### src/rtl/mux_scan_pkg.sv
// -----------------------------------------------------------------------------
// mux_scan_pkg
// Shared definitions for the mux_scan_sel channel selector: the 2-bit
// operating-mode type and its encodings.
// -----------------------------------------------------------------------------
package mux_scan_pkg;

    // Operating mode. 2'b11 is reserved and behaves like freeze.
    typedef enum logic [1:0] {
        MODE_MANUAL = 2'b00,
        MODE_SCAN   = 2'b01,
        MODE_FREEZE = 2'b10,
        MODE_RSVD   = 2'b11
    } mode_t;

endpackage : mux_scan_pkg

### src/rtl/mux_scan_div.sv
// -----------------------------------------------------------------------------
// mux_scan_div
// Scan-step prescaler. Counts 0..SCAN_DIV-1 while enabled and raises tc
// combinationally during the last count, so the owner can advance on the
// same edge that wraps the counter.
//
// Ports
//   clk    : clock, rising edge
//   rst_n  : asynchronous active-low reset (count -> 0)
//   clr    : synchronous clear to 0; wins over en and suppresses tc
//   en     : count enable; when low the count holds
//   tc     : terminal count (en && !clr && count == SCAN_DIV-1)
// -----------------------------------------------------------------------------
module mux_scan_div #(
    parameter int SCAN_DIV = 4
) (
    input  logic clk,
    input  logic rst_n,
    input  logic clr,
    input  logic en,
    output logic tc
);

    // A one-cycle divider still needs a 1-bit counter to stay legal.
    localparam int            CW   = (SCAN_DIV > 1) ? $clog2(SCAN_DIV) : 1;
    localparam logic [CW-1:0] LAST = CW'(SCAN_DIV - 1);

    logic [CW-1:0] cnt;

    assign tc = en && !clr && (cnt == LAST);

    // NOTE: state registers use non-blocking assignments so every flop samples
    // values from before the edge, regardless of block ordering.
    always_ff @(posedge clk or negedge rst_n) begin
        if (!rst_n) begin
            cnt <= '0;
        end else if (clr) begin
            cnt <= '0;
        end else if (en) begin
            cnt <= tc ? '0 : cnt + 1'b1;
        end
    end

endmodule : mux_scan_div

### src/rtl/mux_scan_sel.sv
// -----------------------------------------------------------------------------
// mux_scan_sel
// Registered N-to-1 channel selector with manual, scan and freeze modes.
// dout and ch are loaded together from the same next index, so they always
// describe the same channel one cycle after din.
//
// Ports
//   clk      : clock, rising edge
//   rst_n    : asynchronous active-low reset
//   mode     : 00 manual, 01 scan, 10 freeze, 11 reserved (freeze)
//   sel      : channel index used in manual mode
//   en_mask  : per-channel enable used in scan mode
//   din      : flattened channels, channel k at [k*WIDTH +: WIDTH]
//   dout     : registered data of the selected channel
//   ch       : registered index of the channel on dout
//   valid    : dout holds legal, enabled channel data
//   step     : one-cycle pulse when the scan index advances
// -----------------------------------------------------------------------------
module mux_scan_sel
    import mux_scan_pkg::*;
#(
    parameter int WIDTH    = 9,
    parameter int CHANNELS = 8,
    parameter int SCAN_DIV = 4
) (
    input  logic                          clk,
    input  logic                          rst_n,
    input  logic [1:0]                    mode,
    input  logic [$clog2(CHANNELS)-1:0]   sel,
    input  logic [CHANNELS-1:0]           en_mask,
    input  logic [CHANNELS*WIDTH-1:0]     din,
    output logic [WIDTH-1:0]              dout,
    output logic [$clog2(CHANNELS)-1:0]   ch,
    output logic                          valid,
    output logic                          step
);

    localparam int SELW = $clog2(CHANNELS);

    mode_t            md;
    logic             is_scan;
    logic             was_scan;
    logic             tc;

    logic [SELW-1:0]  next_ch;
    logic [SELW-1:0]  lo_idx;
    logic [SELW-1:0]  hi_idx;
    logic             hi_found;

    logic [SELW-1:0]  ch_nx;
    logic             upd;
    logic             step_nx;
    logic             hit;
    logic [WIDTH-1:0] ch_data;
    logic             ch_en;
    logic             valid_nx;

    assign md      = mode_t'(mode);
    assign is_scan = (md == MODE_SCAN);

    // The first scan-mode edge restarts the dwell from zero.
    mux_scan_div #(
        .SCAN_DIV (SCAN_DIV)
    ) u_div (
        .clk   (clk),
        .rst_n (rst_n),
        .clr   (is_scan && !was_scan),
        .en    (is_scan),
        .tc    (tc)
    );

    // Next enabled channel strictly above ch, else the lowest enabled one.
    // Scanning downwards lets the last hit be the lowest index. An index
    // outside 0..CHANNELS-1 has nothing above it, so it wraps to the lowest.
    // NOTE: every combinational output gets a default before any branch, so
    // no path leaves a value unassigned and no latch is inferred.
    always_comb begin
        lo_idx   = '0;
        hi_idx   = '0;
        hi_found = 1'b0;
        for (int k = CHANNELS - 1; k >= 0; k--) begin
            if (en_mask[k]) begin
                lo_idx = SELW'(k);
                if (k > int'(ch)) begin
                    hi_idx   = SELW'(k);
                    hi_found = 1'b1;
                end
            end
        end
        next_ch = hi_found ? hi_idx : lo_idx;
    end

    // Next index per mode; freeze and reserved leave everything untouched.
    always_comb begin
        ch_nx   = ch;
        upd     = 1'b0;
        step_nx = 1'b0;
        case (md)
            MODE_MANUAL: begin
                ch_nx = sel;
                upd   = 1'b1;
            end
            MODE_SCAN: begin
                upd = 1'b1;
                if (tc && (en_mask != '0)) begin
                    ch_nx   = next_ch;
                    step_nx = 1'b1;
                end
            end
            default: begin
                upd = 1'b0;
            end
        endcase
    end

    // Data and enable of ch_nx; an out-of-range index reads as 0 / disabled.
    always_comb begin
        hit     = 1'b0;
        ch_data = '0;
        ch_en   = 1'b0;
        for (int k = 0; k < CHANNELS; k++) begin
            if (ch_nx == SELW'(k)) begin
                hit     = 1'b1;
                ch_data = din[k*WIDTH +: WIDTH];
                ch_en   = en_mask[k];
            end
        end
        valid_nx = (md == MODE_MANUAL) ? hit : ch_en;
    end

    always_ff @(posedge clk or negedge rst_n) begin
        if (!rst_n) begin
            dout     <= '0;
            ch       <= '0;
            valid    <= 1'b0;
            step     <= 1'b0;
            was_scan <= 1'b0;
        end else begin
            was_scan <= is_scan;
            step     <= step_nx;
            if (upd) begin
                ch    <= ch_nx;
                dout  <= ch_data;
                valid <= valid_nx;
            end
        end
    end

endmodule : mux_scan_sel

### config.mk
export PLATFORM = sky130hd
export DESIGN_NAME = mux_scan_sel
export DESIGN_NICKNAME = d
export VERILOG_FILES = /design/src/rtl/mux_scan_pkg.sv /design/src/rtl/mux_scan_div.sv /design/src/rtl/mux_scan_sel.sv
export SDC_FILE = /design/constraint.sdc
export NUM_CORES = 1
export LEC_CHECK = 0
export ABC_CLOCK_PERIOD_IN_PS = 2500
export CAP_MARGIN = 20
export CORE_MARGIN = 2
export CORE_UTILIZATION = 36
export CTS_CLUSTER_SIZE = 14
export DETAILED_ROUTE_END_ITERATION = 10
export PLACE_DENSITY = 0.79
export SYNTH_ARGS = -nofsm -noshare
export SYNTH_HDL_FRONTEND = slang
export SYNTH_SLANG_ARGS = --single-unit
### constraint.sdc
create_clock -name clk -period 2.5 [get_ports clk]
set_input_delay 0.75 -clock clk [delete_from_list [all_inputs] [get_ports clk]]
set_output_delay 0.75 -clock clk [all_outputs]
set_load 0.005 [all_outputs]
### Word-level counts from Yosys, hierarchy flattened

Cells that the tools add are included.
W data, S select, Z words.

| cells by class | value |
|---|---|
| reductions and logical operators | 11 |
| equal/unequal tests | 9 |
| $lt $le $gt $ge | 7 |
| muxes and demuxes | 70 |
| add/subtract/negate cells | 1 |

Operator list:

| kind | count |
|---|---|
| $mux W3 | 24 |
| $mux W9 | 8 |
| $mux W1 | 34 |
| $eq A3 B3 Y1 const B | 4 |
| $gt A3 B3 Y1 const A | 4 |
| $reduce_bool A8 Y1 | 1 |
| $eq A3 B2 Y1 const B | 2 |
| $gt A2 B3 Y1 const A | 2 |
| $mux W2 | 3 |
| $pmux W3 S2 | 1 |
| $logic_and A1 B1 Y1 | 4 |
| $eq A3 B1 Y1 const B | 1 |
| $gt A1 B3 Y1 const A | 1 |
| $logic_not A3 Y1 | 1 |
| $add A2 B1 Y2 const B | 1 |
| $eq A2 B1 Y1 const B | 1 |
| $eq A2 B2 Y1 const B | 1 |
| $logic_not A1 Y1 | 2 |
| $logic_not A2 Y1 | 1 |
| $reduce_bool A2 Y1 | 1 |
| $reduce_or A2 Y1 | 1 |

| storage, ports and cells | value |
|---|---|
| word-level logic and storage cells | 104 |
| input bits | 87 |
| register bits | 17 |
| output and inout port bits | 14 |

### Logic depth before layout (Yosys ltp)

Gate-level depths: netlist (run 1).

| logic depth | value |
|---|---|
| depth in word-level cells | 28 |
| mapped depth | 11 |
| gate-level depth less buffers | 10 |

### Hierarchy

Synthesis (run 1) repeated with hierarchy kept, for this count alone.

| unflattened totals | value |
|---|---|
| cells, all modules | 209 |
| area total of the unflattened synthesis | 1895.6 um2 |

By module, submodules not included:

| module | area an instance (um2) | times used | cells an instance | seq. area each (um2) |
|---|---|---|---|---|
| mux_scan_sel | 1788.0 | 1 | 199 | 375.4 |
| mux_scan_div | 107.6 | 1 | 10 | 50.0 |

### Worst setup path after synthesis (run 1)

OpenSTA, ideal clock, no wires.

| path | value |
|---|---|
| kind | input to register |
| from | input mode[1] |
| to | register valid |
| stages | 10 |
| data required time | 2.374 ns |
| path slack | -0.428 ns |
| data arrival time | 2.802 ns |
| buffers on the path | 1 |
| library setup time | 0.126 ns |
| cell sequence | buf_6 > nand2b_4 > a211o_2 > a2111oi_2 > a22o_4 > nor2_4 > clkinv_2 > mux4_2 > and3_1 > a221o_1 |

| on the way | value |
|---|---|
| word-level cells in the longest chain between the ends | 18 |
| elaborated cells between the ends (all ways) | 36 |
| those cells by class | eq/ne: 8; mux: 20; reduce/logical: 8 |

Ends and longest elaborated chain:

| element | RTL line | RTL |
|---|---|---|
| start: declaration | mux_scan_sel.sv:28 | `input logic [1:0] mode,` |
| $eq A2 B1 Y1 | mux_scan_sel.sv:59, mux_scan_sel.sv:98 |  |
| $logic_and A1 B1 Y1 | mux_scan_sel.sv:67 | `.clr (is_scan && !was_scan),` |
| $logic_not A1 Y1 | mux_scan_div.sv:30 | `assign tc = en && !clr && (cnt == LAST);` |
| $logic_and A1 B1 Y1 (2 in series) | mux_scan_div.sv:30 |  |
| $logic_and A1 B1 Y1 | mux_scan_sel.sv:105 | `if (tc && (en_mask != '0)) begin` |
| $mux W3 | mux_scan_sel.sv:105 |  |
| $pmux W3 S2 | mux_scan_sel.sv:98 | `case (md)` |
| $logic_not A3 Y1 | mux_scan_sel.sv:122 | `if (ch_nx == SELW'(k)) begin` |
| $mux W1 (8 in series) | mux_scan_sel.sv:122 |  |
| $mux W1 | mux_scan_sel.sv:128 | `valid_nx = (md == MODE_MANUAL) ? hit : ch_en;` |
| end signal: assignment | mux_scan_sel.sv:144 | `valid <= valid_nx;` |
| end: declaration | mux_scan_sel.sv:34 | `output logic valid,` |

Several ways; a longest one is shown, not always the timed one.
A chain may end at the register's enable or synchronous reset.

### Final worst setup path (run 1)

| path | value |
|---|---|
| from | input en_mask[6] |
| to | register dout[4] |

| on the way | value |
|---|---|
| word-level cells in the longest chain between the ends | 23 |
| elaborated cells between the ends (all ways) | 50 |
| those cells by class | eq/ne: 7; mux: 40; reduce/logical: 3 |

Ends and longest elaborated chain:

| element | RTL line | RTL |
|---|---|---|
| start: declaration | mux_scan_sel.sv:30 | `input logic [CHANNELS-1:0] en_mask,` |
| $mux W3 / $mux W1 (equally long branches) | mux_scan_sel.sv:82 | `if (en_mask[k]) begin` |
| $mux W3 / $mux W1 (equally long branches) | mux_scan_sel.sv:84 | `if (k > int'(ch)) begin` |
| $mux W3 / $mux W1 (equally long branches) | mux_scan_sel.sv:82 |  |
| $mux W3 / $mux W1 (equally long branches) | mux_scan_sel.sv:84 |  |
| $mux W3 / $mux W1 (equally long branches) | mux_scan_sel.sv:82 |  |
| $mux W3 / $mux W1 (equally long branches) | mux_scan_sel.sv:84 |  |
| $mux W3 / $mux W1 (equally long branches) | mux_scan_sel.sv:82 |  |
| $mux W3 / $mux W1 (equally long branches) | mux_scan_sel.sv:84 |  |
| $mux W3 / $mux W1 (equally long branches) | mux_scan_sel.sv:82 |  |
| $mux W3 / $mux W1 (equally long branches) | mux_scan_sel.sv:84 |  |
| $mux W3 / $mux W1 (equally long branches) | mux_scan_sel.sv:82 |  |
| $mux W3 | mux_scan_sel.sv:90 | `next_ch = hi_found ? hi_idx : lo_idx;` |
| $mux W3 * | mux_scan_sel.sv:105 |  |
| $pmux W3 S2 * | mux_scan_sel.sv:98 |  |
| $logic_not A3 Y1 | mux_scan_sel.sv:122 |  |
| $mux W9 (7 in series) | mux_scan_sel.sv:122 |  |
| $mux W9 * | mux_scan_sel.sv:122 |  |
| end signal: assignment | mux_scan_sel.sv:143 | `dout <= ch_data;` |
| end: declaration | mux_scan_sel.sv:32 | `output logic [WIDTH-1:0] dout,` |

Every way passes the cells marked *; elsewhere a longest branch is shown, timed or not.

==> results.json, run 1 <==
{
  "grt_max_degree": 21,
  "n_fill_cell": 264,
  "syn-num-nets": 312,
  "firstDrtPassIters": 5,
  "yosysSeqAreaShare_pct": 23.21,
  "synth-simple-area-share_pct": 24.71,
  "cts-root-buf": "clkbuf_8",
  "crit_top_cell": "buf_6",
  "initialDrtViolationCount": 251,
  "hold-path-endpoint": "u_div.cnt[1]",
  "total_power_uw": 1817,
  "numCtsBuffers": 3,
  "synth_fa_ha_area_share_pct": 0.6826,
  "layout_commonest_cell": "clkdlybuf4s50_1",
  "synthToLayoutAreaGrowth_pct": 125.1,
  "synthArstFlopShare_pct": 100.0,
  "antenna_found_initial": 0,
  "final_cell_mix": "clkdlybuf4s50_1 (90), buf_4 (62), dfrtp_1 (17)",
  "crit_arrival_ps": 3110,
  "synth_compound_area_share_pct": 41.71,
  "grt.total_usage_pct": 30.26,
  "synth_ff_type": "dfrtp_1",
  "slew_headroom_pct": 59.69,
  "io_buffer_count": 100,
  "min_period_ps": 2912,
  "nNetsFinal": 487,
  "dpl_cell_area_mm2": 0.003347,
  "syn_area_mm2": 0.001833,
  "synth-xor-area-share_pct": 0,
  "cts_tree": "done",
  "timing.final.hold_violations": 0,
  "core-area_mm2": 0.004817,
  "drt-total-wl_um": 10150,
  "cts_buffer_depth": 2,
  "clkTransAtPathRegs_ps": 70,
  "seqPwrFrac_pct": 21.5,
  "synthTopCellsByArea": "dfrtp_1 (23%), a21oi_1 (4.4%), o21ai_0 (4.1%)",
  "io_pins": 101,
  "synth_edf_count": 0,
  "diodes": 0,
  "clock_power_share_pct": 11.8,
  "wl_per_cell_um": 21.83,
  "max_freq_mhz": 343.4,
  "grt_setup_unrepaired": "yes",
  "grt_pass1_vias": 2700,
  "path_buf_inv": 3,
  "hold_buffers": 0,
  "max_stage_delay_ps": 500,
  "skew_ps": 7.427,
  "final-setup-viol-count": 10,
  "slowest_stage": "a2111oi_1",
  "cp_cell_sequence": "buf_6 -> buf_6 -> nor4_4 -> a211o_4 -> a2111oi_4 -> a22o_4 -> nor2_4 -> buf_2 -> nand2_1 -> a2111oi_1 -> a211o_1",
  "crit_family": "compound AO/OA/AOI/OAI gates",
  "initial_utilization_pct": 38.05,
  "synth_area_leader_cell": "dfrtp_1",
  "p_int_uw": 1113,
  "critPathMaxFanout": 6,
  "dieArea_mm2": 0.005678,
  "routed-via-count": 2900,
  "worstPathRequired_ps": 2700,
  "grt.overflow.total": 0,
  "hold_path_class": "flip-flop to flip-flop",
  "switchingPower_uw": 704.2,
  "clk_latency_ps": 260,
  "synth_top_family_by_area": "compound AO/OA/AOI/OAI gates",
  "status": "finished, violations left",
  "critPathKind": "input pin to flip-flop",
  "r2r_end": "dout[4]",
  "synth.ff_latch_count": 17,
  "violations": "setup timing",
  "fin_area_mm2": 0.004126,
  "slew_viol_final": 0,
  "die_w_um": 75.36,
  "cap_violations": 0,
  "reg2reg_depth": 9,
  "setup_slack_ps": -411.9,
  "synthCells": 224,
  "drive_gt1_share_pct": 43.22,
  "worst_pin_slew_ps": 598.3,
  "rows": 25,
  "cts.sinks": 17,
  "yosys_warnings": 0,
  "pwr_density_cell_mw_per_mm2": 440.3,
  "netSwitchingFraction_pct": 38.76,
  "max-vdd-ir-drop_mv": 0.4406,
  "crit_path_end_kind": "flip-flop",
  "drc": 0,
  "chipHeight_um": 75.36,
  "gp_congestion": 0.9193,
  "pwr-share-comb_pct": 66.7,
  "synth_area_per_cell_um2": 8.183,
  "holdPathStages": 2,
  "grt_pass1_wl_um": 12940,
  "hpwl_um": 5925,
  "synth_mux_area_share_pct": 2.867,
  "netlist.area_leader.share_pct": 23.21,
  "r2r_slack_ps": -330,
  "routed_via_density": 6.237,
  "htree_levels": 1,
  "synth_cell_type_count": 68,
  "min_period_over_period_pct": 116.5,
  "min-delay-start": "u_div.cnt[1]",
  "r2r_start": "ch[0]",
  "critPathLaunchType": "input pin",
  "ant_nets": 0,
  "leakage_uw": 0.001700
}
-- timing repair --
action	CTS	global route
setup endpoints to repair	11	10
resized for setup	103	39
cloned	4	2
pin swaps	35	31
buffers inserted	13	10
-- cells in the mapped netlist, drive strengths merged, types with 2 or more instances --
cell type	count
a2111oi	2
a211o	2
a211oi	2
a21boi	2
a21o	2
a21oi	17
a221oi	8
a22o	3
a22oi	3
a311oi	7
a41o	6
a41oi	2
and3	8
and3b	2
buf	9
clkbuf	6
dfrtp	17
inv	8
mux2i	3
nand2	15
nand2b	4
nand3	10
nor2	21
nor3	9
nor4	2
nor4b	2
o211ai	2
o21ai	16
o31ai	7
o32ai	7
-- flip-flops by register name, indices dropped and copies added, names as in the netlist --
register   count
u_div.cnt      2
dout           9
valid          1
was_scan       1
step           1
ch             3
-- how the worst max path moves through the flow --
stage | startpoint | to | slack [ps] | cells past startpoint
after detailed placement | en_mask[5] | valid | -990 | 9
after CTS | en_mask[5] | valid | -240 | 11
after floorplan | en_mask[4] | valid | -280 | 8
after global routing | en_mask[6] | dout[4] | -470 | 11
after global placement | en_mask[5] | valid | -950 | 9
final | en_mask[6] | dout[4] | -410 | 11
-- per-layer routing --
metal / routed length, um / global-route usage [%]
met1: 4039 / 40.41
met2: 4957 / 49.86
met3: 808 / 3.571
met4: 345 / 12.28
met5: 0 / 0
-- worst reg2reg max path: cells and delay by family (launching register included) --
| kind | cells | cell delay, ps |
|---|---|---|
| AND/OR/NAND/NOR | 4 | 870 |
| buffers and inverters | 1 | 230 |
| flip-flops | 1 | 460 |
| AO/OA/AOI/OAI | 4 | 1230 |
-- area by class of cell --
cell class                      count  area, um^2  area share [%]
Inverter                            9       41.29           1.001
Timing Repair Buffer              184        1818           44.06
Timing Repair inverter              1       6.256          0.1516
Multi-Input combinational cell    183        1707           41.36
Clock buffer                        4       45.04           1.092
Tap cell                           67       83.83           2.032
Sequential cell                    17       425.4           10.31
-- logic make-up after synthesis --
kind of cell               count (synthesis)
AOI/OAI and AO/OA                         98
adders and majority gates                  1
buffers and inverters                     24
DFF                                       17
muxes                                      4
and+or+nand+nor                           80
-- power by group through the flow --
stage / clock network, uW / logic, uW / registers (uW)
5_1_grt: 227 / 1260 / 392
3_3_place_gp: 0 / 840 / 378
2_1_floorplan: 0 / 373 / 370
6_report: 215 / 1210 / 390
4_1_cts: 210 / 1030 / 378
3_5_place_dp: 0 / 855 / 375
-- stage by stage --
| stage | setup slack, ps | TNS [ps] | util, % | hold WS [ps] | cells |
|---|---|---|---|---|---|
| final | -411.9 | -2739 | 85.66 | 515.8 | 465 |
| after global routing | -466.2 | -3202 | 85.66 | 527.2 | 465 |
| after CTS | -241.6 | -1642 | 79.09 | 502.2 | 455 |
| after detailed placement | -985.3 | -9945 | 69.48 | 485.9 | 434 |
| after global placement | -949.0 | -9457 | 69.48 | 468.2 | 434 |
| after floorplan | -280.1 | -1276 | - | 453.0 | 224 |
Note: power is estimated with default switching activity, not from simulation.
==> inputs of run 2 (changes only) <==
--- a/config.mk
+++ b/config.mk
@@ -12,6 +12,7 @@
 export CTS_CLUSTER_SIZE = 14
 export DETAILED_ROUTE_END_ITERATION = 10
 export PLACE_DENSITY = 0.79
+export REMOVE_ABC_BUFFERS = 1
 export SYNTH_ARGS = -nofsm -noshare
 export SYNTH_HDL_FRONTEND = slang
 export SYNTH_SLANG_ARGS = --single-unit
==> run 2 against run 1 <==
  * First-iteration DRC count is 7.2% lower
  * Utilization is 8.8 points lower
  * Non-clock buffer count is 8 lower
  * The run still ends with setup timing left
  * Largest cell class unchanged
  * Highest routed layer unchanged
  * Via count is 5.2% lower
  * Register-to-register slack better by 150 ps
  * Routed wire length is 14% lower
  * Sequential power is 3% lower
  * Clock power is 2% lower
  * Largest power group unchanged
==> results.json, run 2 (same netlist as run 1, synthesis figures left out) <==
{
  "pwr_density_cell_mw_per_mm2": 425.1,
  "worstPathRequired_ps": 2640,
  "diodes": 0,
  "grt.overflow.total": 0,
  "cts_tree": "done",
  "slew_viol_final": 0,
  "top_register": "dout",
  "crit_path_end_kind": "flip-flop",
  "initialDrtViolationCount": 233,
  "ant_nets": 0,
  "clock_power_share_pct": 13.4,
  "slowest_stage": "or3b_4",
  "critPathLaunchType": "input pin",
  "antenna_found_initial": 0,
  "switchingPower_uw": 586.2,
  "dr_wl_met2_um": 4173,
  "crit_arrival_ps": 2840,
  "layout.cells.non_filler": 456,
  "firstDrtPassIters": 4,
  "cap_violations": 0,
  "violations": "setup timing",
  "hold_ws_ps": 489.5,
  "layout_commonest_cell": "clkdlybuf4s50_1",
  "synthToLayoutAreaGrowth_pct": 102.1,
  "largest_register_ffs": 9,
  "setup_slack_ps": -199.2,
  "hold_path_class": "flip-flop to flip-flop",
  "fin_tns_setup_ps": -1535,
  "pwr-share-comb_pct": 62.7,
  "final-setup-viol-count": 10,
  "wl_met1_um": 3374,
  "core-area_mm2": 0.004817,
  "skew_ps": 0.9492,
  "timing.final.hold_violations": 0,
  "max-vdd-ir-drop_mv": 0.3078,
  "cts-root-buf": "clkbuf_8",
  "met3WireLength_um": 810,
  "routed_via_density": 6.026,
  "clkTransAtPathRegs_ps": 70,
  "grt_setup_unrepaired": "yes",
  "htree_levels": 1,
  "grt.total_usage_pct": 31.12,
  "path_buf_inv": 3,
  "n_fill_cell": 330,
  "drt-total-wl_um": 8733,
  "grt_pass1_vias": 2948,
  "max_freq_mhz": 370.5,
  "die_w_um": 75.36,
  "place_ws_ps": -1115,
  "critPathMaxFanout": 5,
  "cts_buffer_depth": 2,
  "slew_headroom_pct": 72.79,
  "grt_pass1_wl_um": 13490,
  "drc": 0,
  "multi_input_area_mm2": 0.001513,
  "min_period_ps": 2699,
  "initial_utilization_pct": 38.05,
  "max_stage_delay_ps": 400,
  "io_pins": 101,
  "cp_cell_sequence": "buf_8 -> or3b_4 -> o211ai_1 -> o22ai_1 -> a221oi_2 -> nor2_4 -> buf_4 -> buf_4 -> o311a_1 -> a221o_1",
  "nNetsFinal": 478,
  "gp_congestion": 1.084,
  "leakage_uw": 0.001557,
  "p_int_uw": 988.8,
  "rows": 25,
  "dieArea_mm2": 0.005678,
  "crit_top_cell": "buf_4",
  "hpwl_um": 6189,
  "drive_gt1_share_pct": 35.73,
  "cts.sinks": 17,
  "netSwitchingFraction_pct": 37.22,
  "seqCellArea_um2": 425.4,
  "critPathKind": "input pin to flip-flop",
  "placed_cells": 443,
  "worst_pin_slew_ps": 407.2,
  "grt_max_degree": 18,
  "min_period_over_period_pct": 108.0,
  "clk_latency_ps": 250,
  "top_layer": "met4",
  "io_buffer_count": 100,
  "crit_family": "compound AO/OA/AOI/OAI gates",
  "numCtsBuffers": 3,
  "status": "finished, violations left",
  "chipHeight_um": 75.36,
  "wl_per_cell_um": 19.15,
  "seqPwrFrac_pct": 23.9,
  "final_cell_mix": "clkdlybuf4s50_1 (90), buf_4 (66), dfrtp_1 (17)",
  "reg.largest.list": "dout: 9 flops, ch: 3 flops, u_div.cnt: 2 flops",
  "routed-via-count": 2748
}
[run 2: changes by cell type in the layout (fill, tap and decap cells not counted), sizes merged]
cell    before  now
clkbuf       6    4
inv          9    8
buf         90   85
bufbuf       1    0
[run 2: worst paths after layout]
kind / endpoint / slack [ps] / depth (start not counted) / start
setup / recovery: valid / -200 / 10 / en_mask[5]
hold / removal: u_div.cnt[1] / 490 / 2 / u_div.cnt[1]
setup reg to reg: valid / -180 / 9 / ch[2]
hold reg to reg: u_div.cnt[1] / 490 / 2 / u_div.cnt[1]
max in group asynchronous: ch[1] / 1470 / 2 / rst_n
min in group asynchronous: dout[6] / 830 / 2 / rst_n
[run 2: stage by stage]
| step | area, um^2 | power [uW] | utilization (%) |
|---|---|---|---|
| 2_1_floorplan | 1743 | 701.7 | - |
| 3_3_place_gp | 3331 | 1204 | 69.14 |
| 3_5_place_dp | 3331 | 1219 | 69.14 |
| 4_1_cts | 3676 | 1539 | 76.31 |
| 5_1_grt | 3705 | 1654 | 76.91 |
| 6_report | 3705 | 1575 | 76.91 |
[run 2: cell type report]
class,count,area share [%]
repair buffers,176,43.16
multi-input cells,183,40.83
flip-flops and latches,17,11.48
well taps,67,2.263
clock buffers,4,1.216
inverters,9,1.047
[run 2: tightest hold or removal path, cell delays in order (launching register included)]
cell	delay [ps]
dfrtp_1	350
nand2_1	50
o21ai_0	60
[run 2: timing repair]
item	4_1_cts	5_1_grt
hold buffers	0	0
pin swaps	37	2
endpoints found under the setup margin	13	10
resized for setup	102	5
buffers inserted	10	1
[run 2: power by group through the flow]
stage          Clock (uW)  Sequential [uW]  Combinational, uW
2_1_floorplan           0              375                327
3_3_place_gp            0              371                834
3_5_place_dp            0              371                848
4_1_cts               213              373                953
5_1_grt               220              383               1050
6_report              211              377                987
[run 2: per-layer routing]
layer | vias to the layer above | global-route usage, %
li1 | 1226 | -
met1 | 1296 | 38.38
met2 | 181 | 52.66
met3 | 45 | 4.365
met4 | 0 | 16.37
met5 | - | 0
==> inputs of run 3 (changes only) <==
--- a/config.mk
+++ b/config.mk
@@ -8,10 +8,10 @@
 export ABC_CLOCK_PERIOD_IN_PS = 2500
 export CAP_MARGIN = 20
 export CORE_MARGIN = 2
-export CORE_UTILIZATION = 36
+export CORE_UTILIZATION = 25
 export CTS_CLUSTER_SIZE = 14
 export DETAILED_ROUTE_END_ITERATION = 10
-export PLACE_DENSITY = 0.79
+export PLACE_DENSITY = 0.59
 export REMOVE_ABC_BUFFERS = 1
 export SYNTH_ARGS = -nofsm -noshare
 export SYNTH_HDL_FRONTEND = slang
==> run 3 against run 2 <==
  * The run still ends with setup timing left
  * Power up 2.7%
  * Hold slack better by 7.5 ps
  * Die area up 41%
  * Fmax down 2.0%
  * Worst setup slack worse by 54 ps
  * Clock skew up 3.4 ps
  * Register-to-register slack about the same
  * Sequential share of layout area down 0.40 points
  * Critical endpoint is now dout[3]
==> results.json, run 3 (same netlist as run 1, synthesis figures left out) <==
{
  "die_w_um": 89.63,
  "hpwl_um": 6438,
  "diodes": 0,
  "r2r_end": "valid",
  "wl_per_cell_um": 17.87,
  "crit_start": "en_mask[5]",
  "layout_commonest_cell": "clkdlybuf4s50_1",
  "worst_pin_slew_ps": 552.1,
  "final_cell_mix": "clkdlybuf4s50_1 (90), buf_4 (65), buf_6 (19)",
  "p_int_uw": 1013,
  "netSwitchingFraction_pct": 37.39,
  "synthToLayoutAreaGrowth_pct": 110.7,
  "numCtsBuffers": 3,
  "placed_cells": 470,
  "routed_via_density": 5.275,
  "switchingPower_uw": 604.8,
  "setup_slack_ps": -253.5,
  "min_period_over_period_pct": 110.1,
  "cp-endpoint": "dout[3]",
  "clk_latency_ps": 260,
  "core-area_mm2": 0.007176,
  "layout.cells.non_filler": 494,
  "grt_pass1_vias": 2612,
  "firstDrtPassIters": 4,
  "grt_setup_unrepaired": "yes",
  "drc": 0,
  "pwr_density_cell_mw_per_mm2": 418.8,
  "cts_tree": "done",
  "initial_utilization_pct": 25.54,
  "clkTransAtPathRegs_ps": 80,
  "crit_arrival_ps": 2910,
  "seqPwrFrac_pct": 23.7,
  "max-vdd-ir-drop_mv": 0.2315,
  "largest_register_ffs": 9,
  "dieArea_mm2": 0.008033,
  "r2r_slack_ps": -170,
  "grt_max_degree": 20,
  "final-setup-viol-count": 10,
  "critPathLaunchType": "input pin",
  "min_period_ps": 2754,
  "io_buffer_count": 100,
  "violations": "setup timing",
  "reg2reg_depth": 8,
  "chipHeight_um": 89.63,
  "antenna_found_initial": 0,
  "clock_power_share_pct": 13.6,
  "skew_ps": 4.354,
  "gp_congestion": 0.9551,
  "nNetsFinal": 484,
  "slew_viol_final": 0,
  "critPathMaxFanout": 7,
  "hold_buffers": 0,
  "cts_buffer_depth": 2,
  "drive_gt1_share_pct": 38.23,
  "initialDrtViolationCount": 127,
  "reg.largest.list": "dout: 9 flops, ch: 3 flops, u_div.cnt: 2 flops",
  "critPathKind": "input pin to flip-flop",
  "slew_headroom_pct": 63.10,
  "crit_path_end_kind": "flip-flop",
  "timing.final.hold_violations": 0,
  "cts.sinks": 17,
  "grt.total_usage_pct": 21.31,
  "status": "finished, violations left",
  "r2r_start": "ch[1]",
  "htree_levels": 1,
  "io_pins": 101,
  "rows": 31,
  "n_fill_cell": 681,
  "cap_violations": 0,
  "ant_nets": 0,
  "routed-via-count": 2606,
  "hold_path_class": "flip-flop to flip-flop",
  "pwr-share-comb_pct": 62.7,
  "fin_util_pct": 53.83,
  "drt-total-wl_um": 8829,
  "max_freq_mhz": 363.2,
  "grt_pass1_wl_um": 13010,
  "top_register": "dout",
  "leakage_uw": 0.001609,
  "cts-root-buf": "clkbuf_8",
  "grt.overflow.total": 0,
  "worstPathRequired_ps": 2650
}
[run 3: repair_timing]
action / CTS / global route
endpoints found under the setup margin: 13 / 10
pin swaps: 25 / 29
resized for setup: 92 / 39
setup buffers: 14 / 8
[run 3: critical path, cell delays in order]
cell and delay [ps]:
buf_8 100, nor4_4 310, buf_4 170, a211o_4 140, buf_6 100, a2111oi_4 40, a22o_4 250, nor2_4 170
clkinv_4 110, buf_6 130, nor2_4 230, a221oi_2 100, o31ai_1 300
[run 3: cell type report]
| type | instances | area (um^2) | share of cell area, % |
|---|---|---|---|
| Timing Repair Buffer | 182 | 1673 | 43.31 |
| Clock buffer | 3 | 41.29 | 1.069 |
| Clock inverter | 1 | 5.005 | 0.1296 |
| Inverter | 9 | 46.29 | 1.199 |
| Tap cell | 99 | 123.9 | 3.207 |
| Sequential cell | 17 | 427.9 | 11.08 |
| Multi-Input combinational cell | 183 | 1545 | 40.01 |
[run 3: per-stage QoR]
stage / instance area (um^2) / worst slack, ps / hold WS [ps] / power [uW] / setup TNS, ps
5_1_grt: 3862 / -313.6 / 534.2 / 1710 / -2790
3_3_place_gp: 3333 / -1082 / 468.4 / 1207 / -11370
3_5_place_dp: 3333 / -1085 / 484.9 / 1211 / -11600
4_1_cts: 3697 / -231.9 / 502.6 / 1544 / -1584
6_report: 3862 / -253.5 / 497.0 / 1618 / -1957
2_1_floorplan: 1743 / -925.3 / 452.7 / 701.7 / -8721
[run 3: routing by layer]
layer / track usage [%] / up-vias / part of all wire, %
met3: 3.291 / 18 / 6.3
met1: 29.21 / 1248 / 43
met2: 34.29 / 103 / 48
met5: 0 / - / 0
li1: - / 1237 / -
met4: 6.920 / 0 / 2.0
[run 3: power groups by stage]
stage | Clock (uW) | Combinational [uW] | Sequential [uW]
after CTS | 228 | 936 | 380
final | 220 | 1010 | 383
after detailed placement | 0 | 835 | 377
after global placement | 0 | 828 | 378
after floorplan | 0 | 327 | 375
after global routing | 237 | 1080 | 391
[run 3: worst min path at each step]
| stage | depth (start not counted) | start | end | slack, ps |
|---|---|---|---|---|
| finish | 2 | u_div.cnt[1] | u_div.cnt[1] | 500 |
| global route | 1 | dout[5] | dout[5] | 530 |
| detailed placement | 2 | u_div.cnt[1] | u_div.cnt[1] | 480 |
| CTS | 2 | u_div.cnt[1] | u_div.cnt[1] | 500 |
| floorplan | 0 | rst_n | ch[0] | 450 |
| global placement | 2 | u_div.cnt[1] | u_div.cnt[1] | 470 |
